--- config.mk ---
export PLATFORM = sky130hd
export DESIGN_NAME = core_fpu_ctrl
export DESIGN_NICKNAME = d
export VERILOG_FILES = /design/src/rtl/core_fpu_ctrl.sv
export SDC_FILE = /design/constraint.sdc
export NUM_CORES = 1
export LEC_CHECK = 0
export CAP_MARGIN = 0
export CORE_MARGIN = 2
export CORE_UTILIZATION = 43
export DETAILED_ROUTE_END_ITERATION = 8
export GPL_TIMING_DRIVEN = 0
export PLACE_DENSITY = 0.95
export SLEW_MARGIN = 5
export SYNTH_ARGS = -nofsm -noshare
export SYNTH_HDL_FRONTEND = slang
export SYNTH_SLANG_ARGS = --single-unit
--- constraint.sdc ---
create_clock -name CLK -period 5.65 [get_ports CLK]
set_input_delay 0.565 -clock CLK [delete_from_list [all_inputs] [get_ports CLK]]
set_output_delay 0.565 -clock CLK [all_outputs]
set_load 0.03 [all_outputs]
--- src/rtl/core_fpu_ctrl.sv ---
// core_fpu_ctrl
// Sequencer between the core datapath and an external FPU that uses
// AXI4-Stream style operand (A, B), opcode (OP) and result (R) channels.
// One request is issued at a time: the opcode and both operands go out on
// their channels, and each channel's valid/ready handshake completes on its
// own. The result is then collected on R and returned to the core with a
// one-cycle DONE strobe. An optional timeout aborts the wait for the result
// and flags ERR.
//
// Parameters
//   TIMEOUT  maximum number of cycles spent waiting for R before abort (0 = never)
//   CNT_W    width of the timeout counter (TIMEOUT < 2**CNT_W)
//
// Ports
//   CLK, RST_N                    clock, asynchronous active-low reset
//   REQ, REQ_OP, REQ_A, REQ_B     core request (sampled only while idle)
//   BUSY, DONE, ERR, RESULT       core status / result (all registered)
//   A_*, B_*, OP_*                outbound operand and opcode streams
//   R_*                           inbound result stream
module core_fpu_ctrl #(
    parameter int TIMEOUT = 0,
    parameter int CNT_W   = 16
) (
    input  logic        CLK,
    input  logic        RST_N,
    input  logic        REQ,
    input  logic [7:0]  REQ_OP,
    input  logic [31:0] REQ_A,
    input  logic [31:0] REQ_B,
    output logic        BUSY,
    output logic        DONE,
    output logic        ERR,
    output logic [31:0] RESULT,
    output logic [31:0] A_TDATA,
    output logic        A_TVALID,
    input  logic        A_TREADY,
    output logic [31:0] B_TDATA,
    output logic        B_TVALID,
    input  logic        B_TREADY,
    output logic [7:0]  OP_TDATA,
    output logic        OP_TVALID,
    input  logic        OP_TREADY,
    input  logic [31:0] R_TDATA,
    input  logic        R_TVALID,
    output logic        R_TREADY
);

    typedef enum logic [1:0] {
        S_IDLE,
        S_ISSUE,
        S_WAIT,
        S_DONE
    } state_t;

    // Last counter value before the abort fires; unused when TIMEOUT is 0.
    localparam logic [CNT_W-1:0] LIMIT   = (TIMEOUT == 0) ? '0 : CNT_W'(TIMEOUT - 1);
    localparam logic [CNT_W-1:0] CNT_MAX = '1;

    state_t            state, state_nxt;
    logic              a_sent, b_sent, op_sent;
    logic              a_sent_nxt, b_sent_nxt, op_sent_nxt;
    logic [CNT_W-1:0]  cnt, cnt_nxt;
    logic              busy_nxt, done_nxt, err_nxt, r_rdy_nxt;
    logic [31:0]       result_nxt, a_data_nxt, b_data_nxt;
    logic [7:0]        op_data_nxt;
    logic              a_vld_nxt, b_vld_nxt, op_vld_nxt;
    logic              a_hs, b_hs, op_hs;

    assign a_hs  = A_TVALID  & A_TREADY;
    assign b_hs  = B_TVALID  & B_TREADY;
    assign op_hs = OP_TVALID & OP_TREADY;

    always_ff @(posedge CLK or negedge RST_N) begin
        if (!RST_N) begin
            state     <= S_IDLE;
            a_sent    <= 1'b0;
            b_sent    <= 1'b0;
            op_sent   <= 1'b0;
            cnt       <= '0;
            BUSY      <= 1'b0;
            DONE      <= 1'b0;
            ERR       <= 1'b0;
            RESULT    <= '0;
            A_TDATA   <= '0;
            A_TVALID  <= 1'b0;
            B_TDATA   <= '0;
            B_TVALID  <= 1'b0;
            OP_TDATA  <= '0;
            OP_TVALID <= 1'b0;
            R_TREADY  <= 1'b0;
        end else begin
            state     <= state_nxt;
            a_sent    <= a_sent_nxt;
            b_sent    <= b_sent_nxt;
            op_sent   <= op_sent_nxt;
            cnt       <= cnt_nxt;
            BUSY      <= busy_nxt;
            DONE      <= done_nxt;
            ERR       <= err_nxt;
            RESULT    <= result_nxt;
            A_TDATA   <= a_data_nxt;
            A_TVALID  <= a_vld_nxt;
            B_TDATA   <= b_data_nxt;
            B_TVALID  <= b_vld_nxt;
            OP_TDATA  <= op_data_nxt;
            OP_TVALID <= op_vld_nxt;
            R_TREADY  <= r_rdy_nxt;
        end
    end

    always_comb begin
        state_nxt   = state;
        a_sent_nxt  = a_sent;
        b_sent_nxt  = b_sent;
        op_sent_nxt = op_sent;
        cnt_nxt     = cnt;
        busy_nxt    = BUSY;
        done_nxt    = DONE;
        err_nxt     = ERR;
        result_nxt  = RESULT;
        a_data_nxt  = A_TDATA;
        a_vld_nxt   = A_TVALID;
        b_data_nxt  = B_TDATA;
        b_vld_nxt   = B_TVALID;
        op_data_nxt = OP_TDATA;
        op_vld_nxt  = OP_TVALID;
        r_rdy_nxt   = R_TREADY;

        case (state)
            S_IDLE: begin
                if (REQ) begin
                    state_nxt   = S_ISSUE;
                    a_data_nxt  = REQ_A;
                    b_data_nxt  = REQ_B;
                    op_data_nxt = REQ_OP;
                    a_vld_nxt   = 1'b1;
                    b_vld_nxt   = 1'b1;
                    op_vld_nxt  = 1'b1;
                    busy_nxt    = 1'b1;
                end
            end

            S_ISSUE: begin
                if (a_hs) begin
                    a_vld_nxt  = 1'b0;
                    a_sent_nxt = 1'b1;
                end
                if (b_hs) begin
                    b_vld_nxt  = 1'b0;
                    b_sent_nxt = 1'b1;
                end
                if (op_hs) begin
                    op_vld_nxt  = 1'b0;
                    op_sent_nxt = 1'b1;
                end
                // Move on once every channel is either already sent or
                // completing right now.
                if ((a_sent | a_hs) && (b_sent | b_hs) && (op_sent | op_hs)) begin
                    state_nxt = S_WAIT;
                    r_rdy_nxt = 1'b1;
                end
            end

            S_WAIT: begin
                // A result on the limit cycle takes priority over the abort.
                if (R_TVALID) begin
                    result_nxt = R_TDATA;
                    r_rdy_nxt  = 1'b0;
                    done_nxt   = 1'b1;
                    state_nxt  = S_DONE;
                end else if (TIMEOUT != 0) begin
                    if (cnt == LIMIT) begin
                        result_nxt = '0;
                        r_rdy_nxt  = 1'b0;
                        done_nxt   = 1'b1;
                        err_nxt    = 1'b1;
                        state_nxt  = S_DONE;
                    end else if (cnt != CNT_MAX) begin
                        cnt_nxt = cnt + 1'b1;
                    end
                end
            end

            S_DONE: begin
                done_nxt    = 1'b0;
                err_nxt     = 1'b0;
                busy_nxt    = 1'b0;
                a_sent_nxt  = 1'b0;
                b_sent_nxt  = 1'b0;
                op_sent_nxt = 1'b0;
                cnt_nxt     = '0;
                state_nxt   = S_IDLE;
            end

            default: state_nxt = S_IDLE;
        endcase
    end

endmodule
==> results.md <==
- Final setup vio count: 0
- CTS H-tree lvls: 4
- First-pass GRT wire length: between 15 and 20 mm
- Total negative slack: 0 ps
- Average routed wire per standard cell: 16.8 um
- Number of distinct library cells after synthesis: 23
- Commonest non-fill, non-tap cells in the layout: 219 x clkdlybuf4s50_1, 115 x dfrtp_1, 104 x mux2_2, 16 x clkbuf_16, 13 x nand2_1
- Cell Area, Synth: 4460 um^2
- Ys Warns: 0
- Share of cells above drive strength 1: 0.274
- Worst skew pair latency: 500 ps
- GRT Util Overall: 0.216
- Crit share post-route: 0.383
- Largest cells by area after synthesis: dfrtp_1 65%, mux2_2 26%, a22o_1 1.2%
- Layout Skew: around 6 ps
- Max_cap viols: 0
- Initial antenna violation count: 0
- Final HPWL from detailed placement: 8.34 mm
- FF-to-FF Start: state[1]$_DFFE_PN0P_
- ANT cells: 0
- Worst endpoint required time: between 5000 and 6000 ps
- Critical Setup Path Class: reg -> out
- Worst min-delay path startpoint: A_TDATA[6]$_DFFE_PN0P_
- Startpoint types: register
- Clk sinks: ~120
- Final wirelength: ~11 mm
- CP Max Fanout: 4
- Least-Margin Pin Slew: roughly 800 ps
- Sequential share of the synthesized area: 0.645
- RSZ-0062 raised after global routing: false
- Commonest non-fill, non-tap cell in the layout: clkdlybuf4s50_1
- Starting DRT DRC Count: 68
- Status: complete, no violations
- Cell family with most CP delay: buffers and inverters
- Pin count of the biggest net entering global routing: 69
- Crit path time final: 2170 ps
- IO Pins: 222
- CTS max path bufs: 2
- Vias in the first global route: 3699
- Max Slew Vio Count: 0
- Critical path destination: OP_TVALID
- Placed cell count: 646
- R2R depth: 7
- Pwr/cell area: 261 nW/um^2
- Syn_nets: 404
- Reg2reg end: state[1]$_DFFE_PN0P_
- Crit path largest cell delay: 700 ps
- Nets: 645
- WP buf/inv: 1
- Final cell count without fillers: 679
- Root Driver: clkbuf_8
- Total gr overflow: 0
- Crit end category: primary output
- Port Buffers: 220
- DRC viols: 0
- GPL Wtd Cong: around 0.74
- Row cnt: 37
- Initial core utilization: 0.438
- Via/cell ratio: 4.87
- Die Wd: 106 um
- Area growth syn-to-layout: 67.2%
- Crit path DAT: roughly 1600 ps
- Reg2reg setup slack: 3530 ps
- Clk pin slew, worst setup/hold paths: around 60 ps
- Post-synth top area cell: dfrtp_1
- Synth top area share: 0.645
- Worst slew margin: 0.474
- Final core utilization: 0.732
- Final Hold Fails: 0
- WP depth: 1
- Area of the core: about 10000 um^2
- Min-delay worst type: reg -> reg
- Critical-path top delay cell: clkdlybuf4s50_1
- Die Y: 106 um
- CTS tree: yes
- Synth Instances: 289
- Critical path cell sequence: clkdlybuf4s50_1
- Via Count: 3309
- Max IR drop VDD: 254 uV
- Synth Register Bits: 115
- Avg Cell Area, Syn: 15.4 um^2
- P_leak: 3.52 nW
- DIE AREA: approximately 11000 um^2
- Worst setup path start: OP_TVALID$_DFFE_PN0P_
- Num CTS Buffers: 17
- Fmax: ~0.46 GHz
- Antenna Violating Nets Remaining: 0
- Post-CTS setup buffers: 0
- Drt pass-1 iters: 4
[flip-flops by register name, summed over array words and instances, names as in the netlist]
register	cells
A_TDATA	32
A_TVALID	1
BUSY	1
B_TDATA	32
B_TVALID	1
DONE	1
OP_TDATA	8
OP_TVALID	1
RESULT	32
R_TREADY	1
a_sent	1
b_sent	1
op_sent	1
state	2
[repair_timing]
action                                 in CTS  in global routing
gates resized for setup                     0                  0
endpoints found under the hold margin      47                  0
hold buffers                                1                  0
[how the worst min path moves through the flow]
stage,depth (start not counted),end
2_1_floorplan,0,A_TDATA[0]$_DFFE_PN0P_
3_3_place_gp,1,RESULT[29]$_DFFE_PN0P_
3_5_place_dp,1,B_TDATA[10]$_DFFE_PN0P_
4_1_cts,1,A_TDATA[6]$_DFFE_PN0P_
5_1_grt,1,A_TDATA[6]$_DFFE_PN0P_
6_report,1,A_TDATA[6]$_DFFE_PN0P_
[metal layers]
layer	wire length [um]	up-vias	GRT usage
li1	-	1494	-
met1	4160	1619	0.229
met2	5980	170	0.376
met3	914	26	0.0835
met4	359	0	0.108
met5	0	-	0
[through the flow]
| step | area, um^2 | power, W | setup slack [ps] | hold WS, ps |
|---|---|---|---|---|
| global route | 7460 | 0.00203 | 3420 | 512 |
| CTS | 7460 | 0.00197 | 3460 | 505 |
| detailed placement | 6860 | 0.000938 | 3290 | 492 |
| floorplan | 4460 | 0.000842 | 3810 | 269 |
| global placement | 6830 | 0.000933 | -94.4 | 487 |
| finish | 7460 | 0.00195 | 3480 | 501 |
[power by group]
| group | internal (W) | leakage, nW | switching (W) | total [W] |
|---|---|---|---|---|
| logic | 0.0000698 | 1.65 | 0.0000296 | 0.0000994 |
| clock network | 0.000661 | 0.275 | 0.000365 | 0.00103 |
| registers | 0.000824 | 1.60 | 0 | 0.000824 |
| total | 0.00155 | 3.52 | 0.000394 | 0.00195 |
[synth_stat cells]
cell	n
o21ai_0	8
inv_1	8
mux2_2	104
ha_1	4
nand2_1	13
and2b_1	1
buf_4	1
a22o_1	6
buf_2	7
nor2_1	1
dfrtp_1	115
buf_6	1
clkbuf_1	1
a21bo_2	1
a21oi_1	7
nor2b_4	1
a222oi_1	1
conb_1	1
buf_1	3
mux2i_1	1
nand2b_1	1
a31o_1	1
nor2b_1	2
[final cells by class]
type | count | area, um^2
plain buffers | 13 | 68.8
clock buffers | 20 | 455
clock inverters | 12 | 130
fillers | 681 | 2730
inverters | 8 | 30.0
multi-input cells | 153 | 1480
flip-flops and latches | 115 | 2880
well taps | 136 | 170
repair buffers | 222 | 2240
[cell families after synthesis]
| group | synth area share |
|---|---|
| adder cells (fa/ha/maj) | 0.0112 |
| AND/OR/NAND/NOR | 0.0208 |
| flip-flops | 0.645 |
| other | 0.000841 |
| AO/OA/AOI/OAI | 0.0351 |
| buffers and inverters | 0.0222 |
| multiplexers | 0.265 |
No activity file was read; power rests on OpenSTA's default activity.
